$ cat config.mk
export PLATFORM = sky130hd
export DESIGN_NAME = wb_arbiter_flat
export DESIGN_NICKNAME = d
export VERILOG_FILES = /design/src/rtl/wb_arbiter_if.sv /design/src/rtl/wb_arbiter.sv /design/src/flat_wrapper.sv
export SDC_FILE = /design/constraint.sdc
export NUM_CORES = 1
export LEC_CHECK = 0
export ABC_AREA = 1
export ABC_CLOCK_PERIOD_IN_PS = 1320
export BUFFER_PORTS_ARGS = -buffer_cell sky130_fd_sc_hd__buf_2
export CORE_AREA = 8 8 91 93
export DETAILED_ROUTE_END_ITERATION = 8
export DIE_AREA = 0 0 99 101
export PLACE_DENSITY = 0.79
export SLEW_MARGIN = 20
export SYNTH_ARGS = -nofsm -noshare
export SYNTH_HDL_FRONTEND = slang
export SYNTH_SLANG_ARGS = --single-unit
$ cat constraint.sdc
create_clock -name clk -period 1.32 [get_ports clk]
set_input_delay 0.198 -clock clk [delete_from_list [all_inputs] [get_ports clk]]
set_output_delay 0.198 -clock clk [all_outputs]
set_load 0.01 [all_outputs]
$ cat src/rtl/wb_arbiter_if.sv
// wb_arbiter_if: bundles both master ports, the shared slave port and the grant status of the 2:1 Wishbone arbiter.
// The slave modport is the arbiter's own view; the master modport is the view of whatever drives the masters and the slave.
interface wb_arbiter_if #(
    parameter int AW = 15,
    parameter int DW = 32
);
    logic [AW-1:0] m0_adr_i, m1_adr_i;
    logic [DW-1:0] m0_dat_i, m1_dat_i;
    logic          m0_we_i, m1_we_i;
    logic          m0_stb_i, m1_stb_i;
    logic [DW-1:0] m0_dat_o, m1_dat_o;
    logic          m0_ack_o, m1_ack_o;
    logic          m0_err_o, m1_err_o;
    logic [AW-1:0] s_adr_o;
    logic [DW-1:0] s_dat_o;
    logic          s_we_o, s_stb_o;
    logic [DW-1:0] s_dat_i;
    logic          s_ack_i;
    logic          owner, busy;

    modport slave (
        input  m0_adr_i, m1_adr_i, m0_dat_i, m1_dat_i, m0_we_i, m1_we_i, m0_stb_i, m1_stb_i,
        input  s_dat_i, s_ack_i,
        output m0_dat_o, m1_dat_o, m0_ack_o, m1_ack_o, m0_err_o, m1_err_o,
        output s_adr_o, s_dat_o, s_we_o, s_stb_o, owner, busy
    );

    modport master (
        output m0_adr_i, m1_adr_i, m0_dat_i, m1_dat_i, m0_we_i, m1_we_i, m0_stb_i, m1_stb_i,
        output s_dat_i, s_ack_i,
        input  m0_dat_o, m1_dat_o, m0_ack_o, m1_ack_o, m0_err_o, m1_err_o,
        input  s_adr_o, s_dat_o, s_we_o, s_stb_o, owner, busy
    );
endinterface

$ cat src/rtl/wb_arbiter.sv
// wb_arbiter: two-master round-robin Wishbone arbiter with one-cycle grant latency and a transfer timeout.
module wb_arbiter #(
    parameter int AW  = 15,
    parameter int DW  = 32,
    parameter int TMO = 8
) (
    input  logic           clk,
    input  logic           arstn,
    wb_arbiter_if.slave    bus
);
    localparam logic [0:0]     IDLE = 1'b0;
    localparam logic [0:0]     BUSY = 1'b1;
    localparam logic [TMO-1:0] TLIM = '1;

    logic [0:0]     state_q, state_d;
    logic           owner_q, owner_d;
    logic           last_q, last_d;
    logic [TMO-1:0] tcount_q, tcount_d;
    logic           busy, own_stb, own_we, ack, done, tmo_hit, any_req, both_req;
    logic [AW-1:0]  adr_sel;
    logic [DW-1:0]  dat_sel;

    assign busy     = state_q == BUSY;
    assign own_stb  = owner_q ? bus.m1_stb_i : bus.m0_stb_i;
    assign own_we   = owner_q ? bus.m1_we_i  : bus.m0_we_i;
    assign adr_sel  = owner_q ? bus.m1_adr_i : bus.m0_adr_i;
    assign dat_sel  = owner_q ? bus.m1_dat_i : bus.m0_dat_i;
    assign any_req  = bus.m0_stb_i | bus.m1_stb_i;
    assign both_req = bus.m0_stb_i & bus.m1_stb_i;
    // A slave ack only counts while a grant is held; an ack at terminal count wins over the timeout.
    assign ack      = busy & bus.s_ack_i;
    assign done     = ack & own_stb;
    assign tmo_hit  = busy & own_stb & ~bus.s_ack_i & (tcount_q == TLIM);

    assign bus.s_stb_o  = busy & own_stb;
    assign bus.s_we_o   = busy & own_we;
    assign bus.s_adr_o  = adr_sel;
    assign bus.s_dat_o  = dat_sel;
    assign bus.m0_dat_o = bus.s_dat_i;
    assign bus.m1_dat_o = bus.s_dat_i;
    assign bus.m0_ack_o = ack & ~owner_q;
    assign bus.m1_ack_o = ack & owner_q;
    assign bus.m0_err_o = tmo_hit & ~owner_q;
    assign bus.m1_err_o = tmo_hit & owner_q;
    assign bus.owner    = owner_q;
    assign bus.busy     = busy;

    // Grant from IDLE (round-robin on a tie); release on ack, abort or timeout and remember who was served.
    always_comb begin
        state_d  = state_q;
        owner_d  = owner_q;
        last_d   = last_q;
        tcount_d = tcount_q;
        if (!busy) begin
            if (any_req) begin
                state_d  = BUSY;
                owner_d  = both_req ? ~last_q : bus.m1_stb_i;
                tcount_d = '0;
            end
        end else if (done | ~own_stb | tmo_hit) begin
            state_d  = IDLE;
            last_d   = owner_q;
            tcount_d = '0;
        end else begin
            tcount_d = tcount_q + 1'b1;
        end
    end

    // State registers; last starts at 1 so the first tie after reset goes to master 0.
    always_ff @(posedge clk or negedge arstn) begin
        if (!arstn) begin
            state_q  <= IDLE;
            owner_q  <= 1'b0;
            last_q   <= 1'b1;
            tcount_q <= '0;
        end else begin
            state_q  <= state_d;
            owner_q  <= owner_d;
            last_q   <= last_d;
            tcount_q <= tcount_d;
        end
    end
endmodule

$ cat src/flat_wrapper.sv
// flat-port wrapper written by rule: the top's interface ports become plain ports
module wb_arbiter_flat 
#(
    parameter int AW  = 15,
    parameter int DW  = 32,
    parameter int TMO = 8
)
  (clk, arstn, bus_m0_adr_i, bus_m1_adr_i, bus_m0_dat_i, bus_m1_dat_i, bus_m0_we_i, bus_m1_we_i, bus_m0_stb_i, bus_m1_stb_i, bus_s_dat_i, bus_s_ack_i, bus_m0_dat_o, bus_m1_dat_o, bus_m0_ack_o, bus_m1_ack_o, bus_m0_err_o, bus_m1_err_o, bus_s_adr_o, bus_s_dat_o, bus_s_we_o, bus_s_stb_o, bus_owner, bus_busy);
  wb_arbiter_if #(.AW(AW), .DW(DW)) bus_i ();
  input  logic clk;
  input  logic arstn;
  input wire logic [$bits(bus_i.m0_adr_i)-1:0] bus_m0_adr_i;
  input wire logic [$bits(bus_i.m1_adr_i)-1:0] bus_m1_adr_i;
  input wire logic [$bits(bus_i.m0_dat_i)-1:0] bus_m0_dat_i;
  input wire logic [$bits(bus_i.m1_dat_i)-1:0] bus_m1_dat_i;
  input wire logic [$bits(bus_i.m0_we_i)-1:0] bus_m0_we_i;
  input wire logic [$bits(bus_i.m1_we_i)-1:0] bus_m1_we_i;
  input wire logic [$bits(bus_i.m0_stb_i)-1:0] bus_m0_stb_i;
  input wire logic [$bits(bus_i.m1_stb_i)-1:0] bus_m1_stb_i;
  input wire logic [$bits(bus_i.s_dat_i)-1:0] bus_s_dat_i;
  input wire logic [$bits(bus_i.s_ack_i)-1:0] bus_s_ack_i;
  output wire logic [$bits(bus_i.m0_dat_o)-1:0] bus_m0_dat_o;
  output wire logic [$bits(bus_i.m1_dat_o)-1:0] bus_m1_dat_o;
  output wire logic [$bits(bus_i.m0_ack_o)-1:0] bus_m0_ack_o;
  output wire logic [$bits(bus_i.m1_ack_o)-1:0] bus_m1_ack_o;
  output wire logic [$bits(bus_i.m0_err_o)-1:0] bus_m0_err_o;
  output wire logic [$bits(bus_i.m1_err_o)-1:0] bus_m1_err_o;
  output wire logic [$bits(bus_i.s_adr_o)-1:0] bus_s_adr_o;
  output wire logic [$bits(bus_i.s_dat_o)-1:0] bus_s_dat_o;
  output wire logic [$bits(bus_i.s_we_o)-1:0] bus_s_we_o;
  output wire logic [$bits(bus_i.s_stb_o)-1:0] bus_s_stb_o;
  output wire logic [$bits(bus_i.owner)-1:0] bus_owner;
  output wire logic [$bits(bus_i.busy)-1:0] bus_busy;
  assign bus_i.m0_adr_i = bus_m0_adr_i;
  assign bus_i.m1_adr_i = bus_m1_adr_i;
  assign bus_i.m0_dat_i = bus_m0_dat_i;
  assign bus_i.m1_dat_i = bus_m1_dat_i;
  assign bus_i.m0_we_i = bus_m0_we_i;
  assign bus_i.m1_we_i = bus_m1_we_i;
  assign bus_i.m0_stb_i = bus_m0_stb_i;
  assign bus_i.m1_stb_i = bus_m1_stb_i;
  assign bus_i.s_dat_i = bus_s_dat_i;
  assign bus_i.s_ack_i = bus_s_ack_i;
  assign bus_m0_dat_o = bus_i.m0_dat_o;
  assign bus_m1_dat_o = bus_i.m1_dat_o;
  assign bus_m0_ack_o = bus_i.m0_ack_o;
  assign bus_m1_ack_o = bus_i.m1_ack_o;
  assign bus_m0_err_o = bus_i.m0_err_o;
  assign bus_m1_err_o = bus_i.m1_err_o;
  assign bus_s_adr_o = bus_i.s_adr_o;
  assign bus_s_dat_o = bus_i.s_dat_o;
  assign bus_s_we_o = bus_i.s_we_o;
  assign bus_s_stb_o = bus_i.s_stb_o;
  assign bus_owner = bus_i.owner;
  assign bus_busy = bus_i.busy;
  wb_arbiter #(.AW(AW), .DW(DW), .TMO(TMO)) u_core (.clk(clk), .arstn(arstn), .bus(bus_i));
endmodule
==> results.md, run 1 <==
- Status: finished, violations left
- Failing checks: negative setup slack
- Cells along the critical path: clkinv_4 > buf_12 > buf_12 > buf_16 > nand2_2 > nand2_1 > buf_2
- Placer Congestion: 0.815
- Synth area leader: nand2_1
- Dpl hpwl: ~5900 um
- Non-filler instance count after layout: just over 500
- Setup repair after global routing missed its margin: yes
- Endpoints failing setup: 64
- Synth Instances: about 310
- Cell count after placement: roughly 480
- Total negative setup slack: -12.40 ns
- DP Area: 2210 sq um
- Vias/cell: approximately 4.5
- Worst setup path start: u_core.bus.owner
- Iteration-0 DRC Markers: between 50 and 60
- Synthesized area: approximately 1800 sq um
- Ys async rst share: 1.00
- CTS H-tree lvls: 1
- WL per Instance: 17.4 um
- Worst-path clk slew: about 0.05 ns
- Largest net degree at the start of global routing: 12
- Hold path cells: 3
- Initial antenna violation count: 0
- Critical path arrival: 1.44 ns
- I/O Buffers: 155
- Maxcap violations: 0
- Hold EP: u_core.bus.owner
- Fraction of layout instances using a drive strength above 1: 0.748
- Synthesized net count: 442
- Final instance area: about 3500 sq um
- Clk sinks: 11
- Die height: just over 100 um
- # IOs: 252
- Core area: between 6000 and 7000 sq um
- Starting Density: 0.253
- R2R Setup Slk: -0.21 ns
- Routed Antenna Nets: 0
- Max Slew Vio Count: 0
- Worst path max stage delay: 0.43 ns
- Period utilisation layout: 1.24
- Distinct cells, synth: 24
- Fillers: about 630
- Total gr overflow: 0
- First-pass GRT wire length: roughly 13000 um
- Period minus WS final: around 1.6 ns
- Setup CP Type: register to primary output
- PwrDens: ~2000 nW/um^2
- Crit path capture type: primary output
- TritonRoute pass-1 iters: 4
- Final-report hold violation count: 0
- Worst reg2reg endpoint: u_core.tcount_q[6]
- Vias in the first global route: 2494
- Synth top cells by count: nand2_1, buf_4, nor2_1
- Yosys Warn Count: 0
- Row count: 31
- Beginning of the worst register-to-register path: u_core.tcount_q[1]
- Max VDD drop: ~0.001 V
- CTS buffer count: 3
- Post-synth top area share: 0.359
- Crit-path slowest cell: dfrtp_2
- Syn_area_per_cell: approximately 5.7 sq um
- Slew of the pin with the lowest slew margin: a little under 0.4 ns
- Layout area overhead: 99.5%
- Seq/Total Area, Yosys: 0.157
- HP Class: primary input to register
- Static leakage: 1.96 nW
- TritonCTS clock tree: done
- Slack of the critical path: -0.315 ns
- Hold Startpoint: bus_m1_stb_i
- Reg2Reg Depth: 11
- Dominant cells by area after synthesis: nand2_1, buf_4, dfrtp_1
- Crit-path most repeated cell: buf_12
- Via count: 2299
- Maximum clock path buffer count: 2
- Number of flops mapped to enable cells by yosys: 0
- Antenna cell count: 0
- Primary FF master, synth: dfrtp_1
- Die Wd: between 90 and 100 um
- DRC errors left: 0
- Clock skew: 0.00393 ns
- Worst Path Required: 1.12 ns
- Clk_lat worst skew: 0.24 ns
- Die area: about 10000 sq um
- Tot GR Track Use: 0.161
- #FFs+latches synth: 11
- Final nets: between 500 and 600
- Max-Slew Margin vs Limit: 0.739
- Pre-CTS setup slack: -0.0285 ns
- Count leader, synth: nand2_1
- F_max: ~610 MHz
- Root Buffer: clkbuf_8
- Startpoint Class: register
- Detailed Route WL: slightly below 9000 um
- Maximum fanout along the worst path: 6
[final cells by class]
cell class	count	area, sq um	area share
Tap cell	82	103	0.0293
Clock buffer	4	45.0	0.0129
Inverter	12	50.0	0.0143
Timing Repair Buffer	196	1570	0.448
Multi-Input combinational cell	209	1460	0.416
Sequential cell	11	279	0.0796
[placed cells by master, fill, tap and decap left out, types with 2 or more instances in the layout]
cell type | netlist | layout
nor2_2 | 2 | 2
clkbuf_8 | 0 | 3
dfrtp_2 | 0 | 2
buf_12 | 0 | 7
nor2_1 | 11 | 7
nand2_1 | 168 | 70
nor2_4 | 0 | 4
buf_8 | 0 | 2
buf_6 | 1 | 39
nand2_2 | 2 | 52
xor2_1 | 2 | 2
o21ai_0 | 7 | 2
nand2_4 | 1 | 49
o21ai_2 | 0 | 3
inv_1 | 9 | 9
nand3_1 | 6 | 5
buf_2 | 2 | 125
o22ai_2 | 0 | 3
buf_16 | 0 | 8
buf_4 | 64 | 14
inv_2 | 2 | 2
o21ai_1 | 0 | 2
dfrtp_1 | 10 | 8
[worst max-delay path, delay by kind of cell, from the launching register on]
family / cells / cell delay [ns]
flops: 1 / 0.43
simple gates: 2 / 0.09
buf+inv: 5 / 0.66
[flip-flops by register name, indices dropped and copies added (netlist names)]
name and flops:
u_core.tcount_q 8, u_core.bus.busy 1, u_core.bus.owner 1, u_core.last_q 1
[how the worst max path moves through the flow]
stage,end,depth (start not counted)
floorplan,bus_m0_err_o,7
global placement,bus_m1_err_o,8
detailed placement,bus_m1_err_o,8
CTS,bus_m1_err_o,8
global route,bus_m1_err_o,8
finish,bus_s_dat_o[29],7
[where the power goes]
| group | switching (W) | internal (W) | total, W |
|---|---|---|---|
| Combinational | 0.00294 | 0.00311 | 0.00605 |
| Clock | 0.000133 | 0.000213 | 0.000346 |
| Sequential | 0.0000754 | 0.000406 | 0.000481 |
| Total | 0.00315 | 0.00373 | 0.00687 |
[cell families after synthesis]
group	after synthesis	share of synthesized area
compound gates	12	0.0449
xor+xnor	3	0.0150
fa+ha+maj	1	0.00712
buf+inv	88	0.332
flops	11	0.157
simple gates	193	0.444
[per-layer routing]
metal  global-route usage  routed length [um]  part of all wire
met1                0.172                3270              0.37
met2                0.296                4780              0.54
met3               0.0525                 718             0.080
met4               0.0401                 151             0.017
met5                    0                   0                 0
[metrics by stage]
step	utilization	total power [W]	hold slack, ns
global placement	0.318	0.00330	0.0779
detailed placement	0.318	0.00335	0.0889
finish	0.505	0.00687	0.243
global route	0.505	0.00730	0.270
floorplan	-	0.00226	-0.0976
CTS	0.438	0.00612	0.244
[repair_timing]
item / CTS / global route
setup endpoints to repair: 60 / 64
setup buffers: 13 / 9
pin swaps: 21 / 18
resized for setup: 112 / 123
cloned: 11 / 0
endpoints found under the hold margin: 10 / 0
hold buffers: 1 / 0
Note: power is estimated with default switching activity, not from simulation.
==> inputs of run 2 (changes only) <==
- PLACE_DENSITY: 0.79 -> 0.74
==> results.md, run 2 (synthesis gave the netlist of run 1 again) <==
- Crit-path slowest cell: dfrtp_1
- Starting Density: 0.253
- Placer Congestion: about 0.84
- Register bank with the most flops: u_core.tcount_q
- HP Class: primary input to register
- Crit path capture type: primary output
- Worst path max stage delay: 0.35 ns
- Worst setup path start: u_core.tcount_q[1]
- TritonCTS clock tree: done
- Die height: roughly 100 um
- Period utilisation layout: 1.24
- Dpl hpwl: ~5600 um
- Initial antenna violation count: 0
- Crit-path most repeated cell: nand2_2
- CTS H-tree lvls: 1
- Max VDD drop: slightly below 0.0008 V
- Maximum fanout along the worst path: 2
- Status: finished, violations left
- Clock skew: between 0.006 and 0.007 ns
- TritonRoute pass-1 iters: 4
- Setup repair after global routing missed its margin: yes
- Worst path buffer plus inverter count: 1
- Most frequent cells in the layout: buf_2, nand2_1, nand2_2, buf_6, nand2_4
- Antenna cell count: 0
- Row count: 31
- Top delay family on crit path: simple AND/OR/NAND/NOR gates
- Setup CP Type: register to primary output
- Hold slack: between 0.2 and 0.25 ns
- I/O Buffers: 155
- Core area: 6940 sq um
- Period minus WS final: 1.63 ns
- Number of flip-flops in the largest register: 8
- Worst-path clk slew: about 0.05 ns
- Cells along the critical path: ha_2 > nand2_2 > nor2_4 > nand2_2 > nor2_2 > nand2_1 > nor2_1 > buf_2
- Clk sinks: 11
- Routed Antenna Nets: 0
- Fraction of layout instances using a drive strength above 1: 0.714
- Iteration-0 DRC Markers: 36
- Final-report hold violation count: 0
- Worst Path Required: between 1 and 1.5 ns
- Max-Slew Margin vs Limit: 0.751
- Die Wd: 99 um
- Maxcap violations: 0
- F_max: just over 600 MHz
- Layout area overhead: 83.8%
- Largest net degree at the start of global routing: 20
- Endpoints failing setup: between 60 and 70
- Layout Utilization: 0.465
- WL per Instance: between 15 and 20 um
- Clk_lat worst skew: 0.24 ns
- Vias/cell: 4.40
- Total gr overflow: 0
- Slack of the critical path: -0.310 ns
- # IOs: around 250
- Final nets: 561
- Vias in the first global route: ~2300
- Root Buffer: clkbuf_8
- Maximum clock path buffer count: 2
- PwrDens: 1880 nW/um^2
- Hold Startpoint: bus_m1_stb_i
- Critical path arrival: between 1 and 1.5 ns
- Static leakage: about 1.8 nW
- Fillers: 670
- Tot GR Track Use: 0.132
- First-pass GRT wire length: between 10000 and 15000 um
- Detailed Route WL: between 7000 and 8000 um
- CTS buffer count: 3
- Max Slew Vio Count: 0
- Startpoint Class: register
- Failing checks: negative setup slack
- Beginning of the worst register-to-register path: u_core.tcount_q[1]
- Via count: roughly 2200
- Die area: around 10000 sq um
- Commonest non-fill, non-tap cell in the layout: buf_2
- DRC errors left: 0
- Slew of the pin with the lowest slew margin: approximately 0.37 ns
==> run 2: cell types whose count changed in the layout (fill, tap and decap cells not counted), sizes merged <==
cell    previous run  this run
buf              195       186
inv               11        12
clkbuf             4         7
clkinv             1         0
==> run 2: power by group <==
group	leakage (nW)	switching [W]	total (W)	internal, W
Combinational	1.67	0.00253	0.00523	0.00270
Sequential	0.144	0.0000966	0.000502	0.000406
Clock	0.0228	0.000127	0.000340	0.000212
==> run 2: path summary, 6_finish.rpt <==
| check | slack [ns] | cells after the start | end |
|---|---|---|---|
| max | -0.31 | 8 | bus_m1_err_o |
| max reg2reg | -0.13 | 10 | u_core.tcount_q[6] |
| min in group asynchronous | 0.36 | 2 | u_core.tcount_q[7] |
| max in group asynchronous | 0.69 | 2 | u_core.last_q |
| min | 0.24 | 3 | u_core.bus.owner |
| min reg2reg | 0.47 | 2 | u_core.last_q |
==> run 2: cell type report <==
class,instances,area [sq um],area share
flip-flops and latches,11,279,0.0864
clock buffers,4,45.0,0.0140
inverters,12,47.5,0.0147
repair buffers,190,1460,0.453
multi-input cells,209,1290,0.400
well taps,82,103,0.0318
==> run 2: per-stage QoR <==
step	power, W	area (sq um)	TNS [ns]	setup WS, ns	cells
CTS	0.00509	2720	-10.39	-0.286	507
detailed placement	0.00342	2240	-0.249	-0.0580	484
finish	0.00607	3230	-10.54	-0.310	508
floorplan	0.00226	1760	-0.0275	-0.0137	308
global placement	0.00338	2240	-0.0236	-0.0163	484
global route	0.00650	3230	-15.11	-0.398	508
==> run 2: metal layers <==
metal / GRT usage / vias up / wire, um
li1: - / 1106 / -
met1: 0.142 / 989 / 2830
met2: 0.227 / 107 / 4050
met3: 0.0497 / 32 / 687
met4: 0.0590 / 0 / 212
met5: 0 / - / 0
==> run 2: worst reg2reg max path, stage by stage, from the launching register on <==
cell and delay (ns):
dfrtp_1 0.35, ha_2 0.19, nand2_2 0.08, nor2_4 0.11, buf_4 0.12, buf_6 0.09
nand2_4 0.06, o21bai_4 0.18, inv_1 0.06, nand2_1 0.05, nand2_1 0.05
==> run 2: repair_timing <==
item / CTS / global route
hold buffers: 1 / 0
gates resized for setup: 61 / 135
setup buffers: 14 / 4
hold endpoints to repair: 10 / 0
pin swaps: 13 / 23
setup endpoints to repair: 60 / 63
gates cloned: 5 / 3
==> inputs of run 3 (changes only) <==
==> constraint.sdc (replaced) <==
create_clock -name clk -period 1.32 [get_ports clk]
set_input_delay 0 -clock clk [delete_from_list [all_inputs] [get_ports clk]]
set_output_delay 0 -clock clk [all_outputs]
set_load 0.01 [all_outputs]
==> results.md, run 3 (synthesis gave the netlist of run 1 again) <==
- Row count: 31
- Die Wd: between 90 and 100 um
- Static leakage: between 1 and 1.5 nW
- Crit-path slowest cell: dfrtp_2
- Most frequent cells in the layout: nand2_1, buf_2, nor2_1, inv_1, dfrtp_1
- Setup CP Type: register to primary output
- Vias/cell: around 4.3
- Internal: between 0.0015 and 0.002 W
- Placer Congestion: roughly 0.82
- Routed Antenna Nets: 0
- Worst-path clk slew: ~0.05 ns
- Hold EP: bus_m1_dat_o[1]
- Failing checks: negative setup slack
- Register bank with the most flops: u_core.tcount_q
- Period minus WS final: 1.45 ns
- Via count: 2093
- NetSw: between 0.0015 and 0.002 W
- WL per Instance: between 10 and 15 um
- Commonest non-fill, non-tap cell in the layout: nand2_1
- Dpl hpwl: 5470 um
- TritonCTS clock tree: done
- Endpoints failing setup: 12
- Clock skew: 0.00258 ns
- Hold Startpoint: bus_s_dat_i[1]
- Total gr overflow: 0
- Initial antenna violation count: 0
- Worst reg2reg endpoint: u_core.tcount_q[1]
- Flop pwr share: 0.127
- Tot GR Track Use: 0.122
- Fillers: 760
- Cells along the critical path: inv_4 > nand2_2 > nand2_4 > nand2_1 > nor2_1 > nand2_2 > nor2_1 > buf_2
- Root Buffer: clkbuf_8
- I/O Buffers: 155
- TritonRoute pass-1 iters: 4
- Setup repair after global routing missed its margin: yes
- CTS H-tree lvls: 1
- Number of flip-flops in the largest register: 8
- Final instance area: between 2000 and 2500 sq um
- Die area: around 10000 sq um
- Startpoint Class: register
- Period utilisation layout: 1.10
- Max-Slew Margin vs Limit: 0.752
- Max VDD drop: just over 0.0006 V
- Vias in the first global route: 2130
- Detailed Route WL: approximately 6800 um
- Sw Ratio: 0.518
- Final-report hold violation count: 0
- Largest net degree at the start of global routing: 31
- Reg2Reg Depth: 8
- Beginning of the worst register-to-register path: u_core.tcount_q[0]
- Final nets: approximately 540
- Layout area overhead: 34.9%
- Total power: about 0.0038 W
- Maximum clock path buffer count: 2
- Layout Utilization: 0.341
- Core area: between 6000 and 7000 sq um
- Max Slew Vio Count: 0
- Slew of the pin with the lowest slew margin: 0.370 ns
- Maxcap violations: 0
- Die height: ~100 um
- Fraction of layout instances using a drive strength above 1: 0.485
- Slack of the critical path: -0.127 ns
- Status: finished, violations left
- Iteration-0 DRC Markers: 50
- Antenna cell count: 0
- DP Area: approximately 2100 sq um
- PwrDens: 1600 nW/um^2
- Total negative setup slack: -1.03 ns
- # IOs: around 250
- HP Class: primary input to primary output
- Hold path cells: 0
- Worst path max stage delay: roughly 0.44 ns
- Clk_lat worst skew: around 0.24 ns
- DRC errors left: 0
- Starting Density: 0.253
- First-pass GRT wire length: between 10000 and 15000 um
- Clock power share: 0.091
- Worst Path Required: around 1.3 ns
- Crit path capture type: primary output
- Combinational share of power: 0.782
- R2R Setup Slk: -0.12 ns
- Maximum fanout along the worst path: 4
- Critical path arrival: 1.45 ns
- F_max: 691 MHz
- Clk sinks: 11
- Cell count after placement: around 480
- Non-filler instance count after layout: roughly 500
- CTS buffer count: 3
## run 3: cell types whose count changed in the layout (fill, tap and decap cells not counted), sizes merged
cell	delta
buf	-18
clkbuf	-2
## run 3: how the worst max path moves through the flow
stage / from / end / slack [ns] / cells after the start
finish: u_core.bus.owner / bus_m0_err_o / -0.13 / 8
global placement: u_core.tcount_q[1] / u_core.tcount_q[6] / 0.05 / 8
detailed placement: u_core.tcount_q[1] / u_core.tcount_q[6] / 0.005 / 8
floorplan: u_core.tcount_q[0] / u_core.tcount_q[6] / 0.09 / 8
CTS: u_core.tcount_q[1] / bus_m0_err_o / -0.14 / 8
global route: u_core.bus.owner / bus_m0_err_o / -0.25 / 8
## run 3: what timing repair did
action | in CTS | in global routing
cloned | 0 | 1
hold buffers | 1 | 0
setup buffers | 5 | 2
endpoints found under the hold margin | 11 | 0
endpoints found under the setup margin | 19 | 51
resized for setup | 10 | 18
pin swaps | 5 | 6
## run 3: critical path: cells and delay by family (launching register included)
kind	cells	cell delay (ns)
AND/OR/NAND/NOR	6	0.54
buffers and inverters	2	0.23
flip-flops	1	0.44
## run 3: routing by layer
| layer | GRT usage | vias to the layer above | part of all wire |
|---|---|---|---|
| met1 | 0.131 | 883 | 0.39 |
| li1 | - | 1063 | - |
| met2 | 0.205 | 114 | 0.48 |
| met5 | 0 | - | 0 |
| met3 | 0.0511 | 33 | 0.10 |
| met4 | 0.0579 | 0 | 0.032 |
## run 3: final cells by class
cell class              instances  area (sq um)  area share
multi-input cells             209           952       0.402
repair buffers                170           945       0.399
flip-flops and latches         11           278       0.117
well taps                      82           103      0.0433
inverters                      12          47.5      0.0201
clock buffers                   4          45.0      0.0190
## run 3: power by group through the flow
stage,Clock (W),Combinational (W),Sequential [W]
final,0.000346,0.00297,0.000484
after global routing,0.000378,0.00333,0.000494
after CTS,0.000355,0.00278,0.000476
after detailed placement,0,0.00275,0.000481
after global placement,0,0.00270,0.000480
after floorplan,0,0.00181,0.000450
## run 3: per-stage QoR
step / hold WS (ns) / setup WS [ns]
4_1_cts: 0.000101 / -0.136
6_report: 0.00000465 / -0.127
5_1_grt: 0.0000231 / -0.252
3_5_place_dp: -0.113 / 0.00466
2_1_floorplan: -0.296 / 0.0900
3_3_place_gp: -0.122 / 0.0521
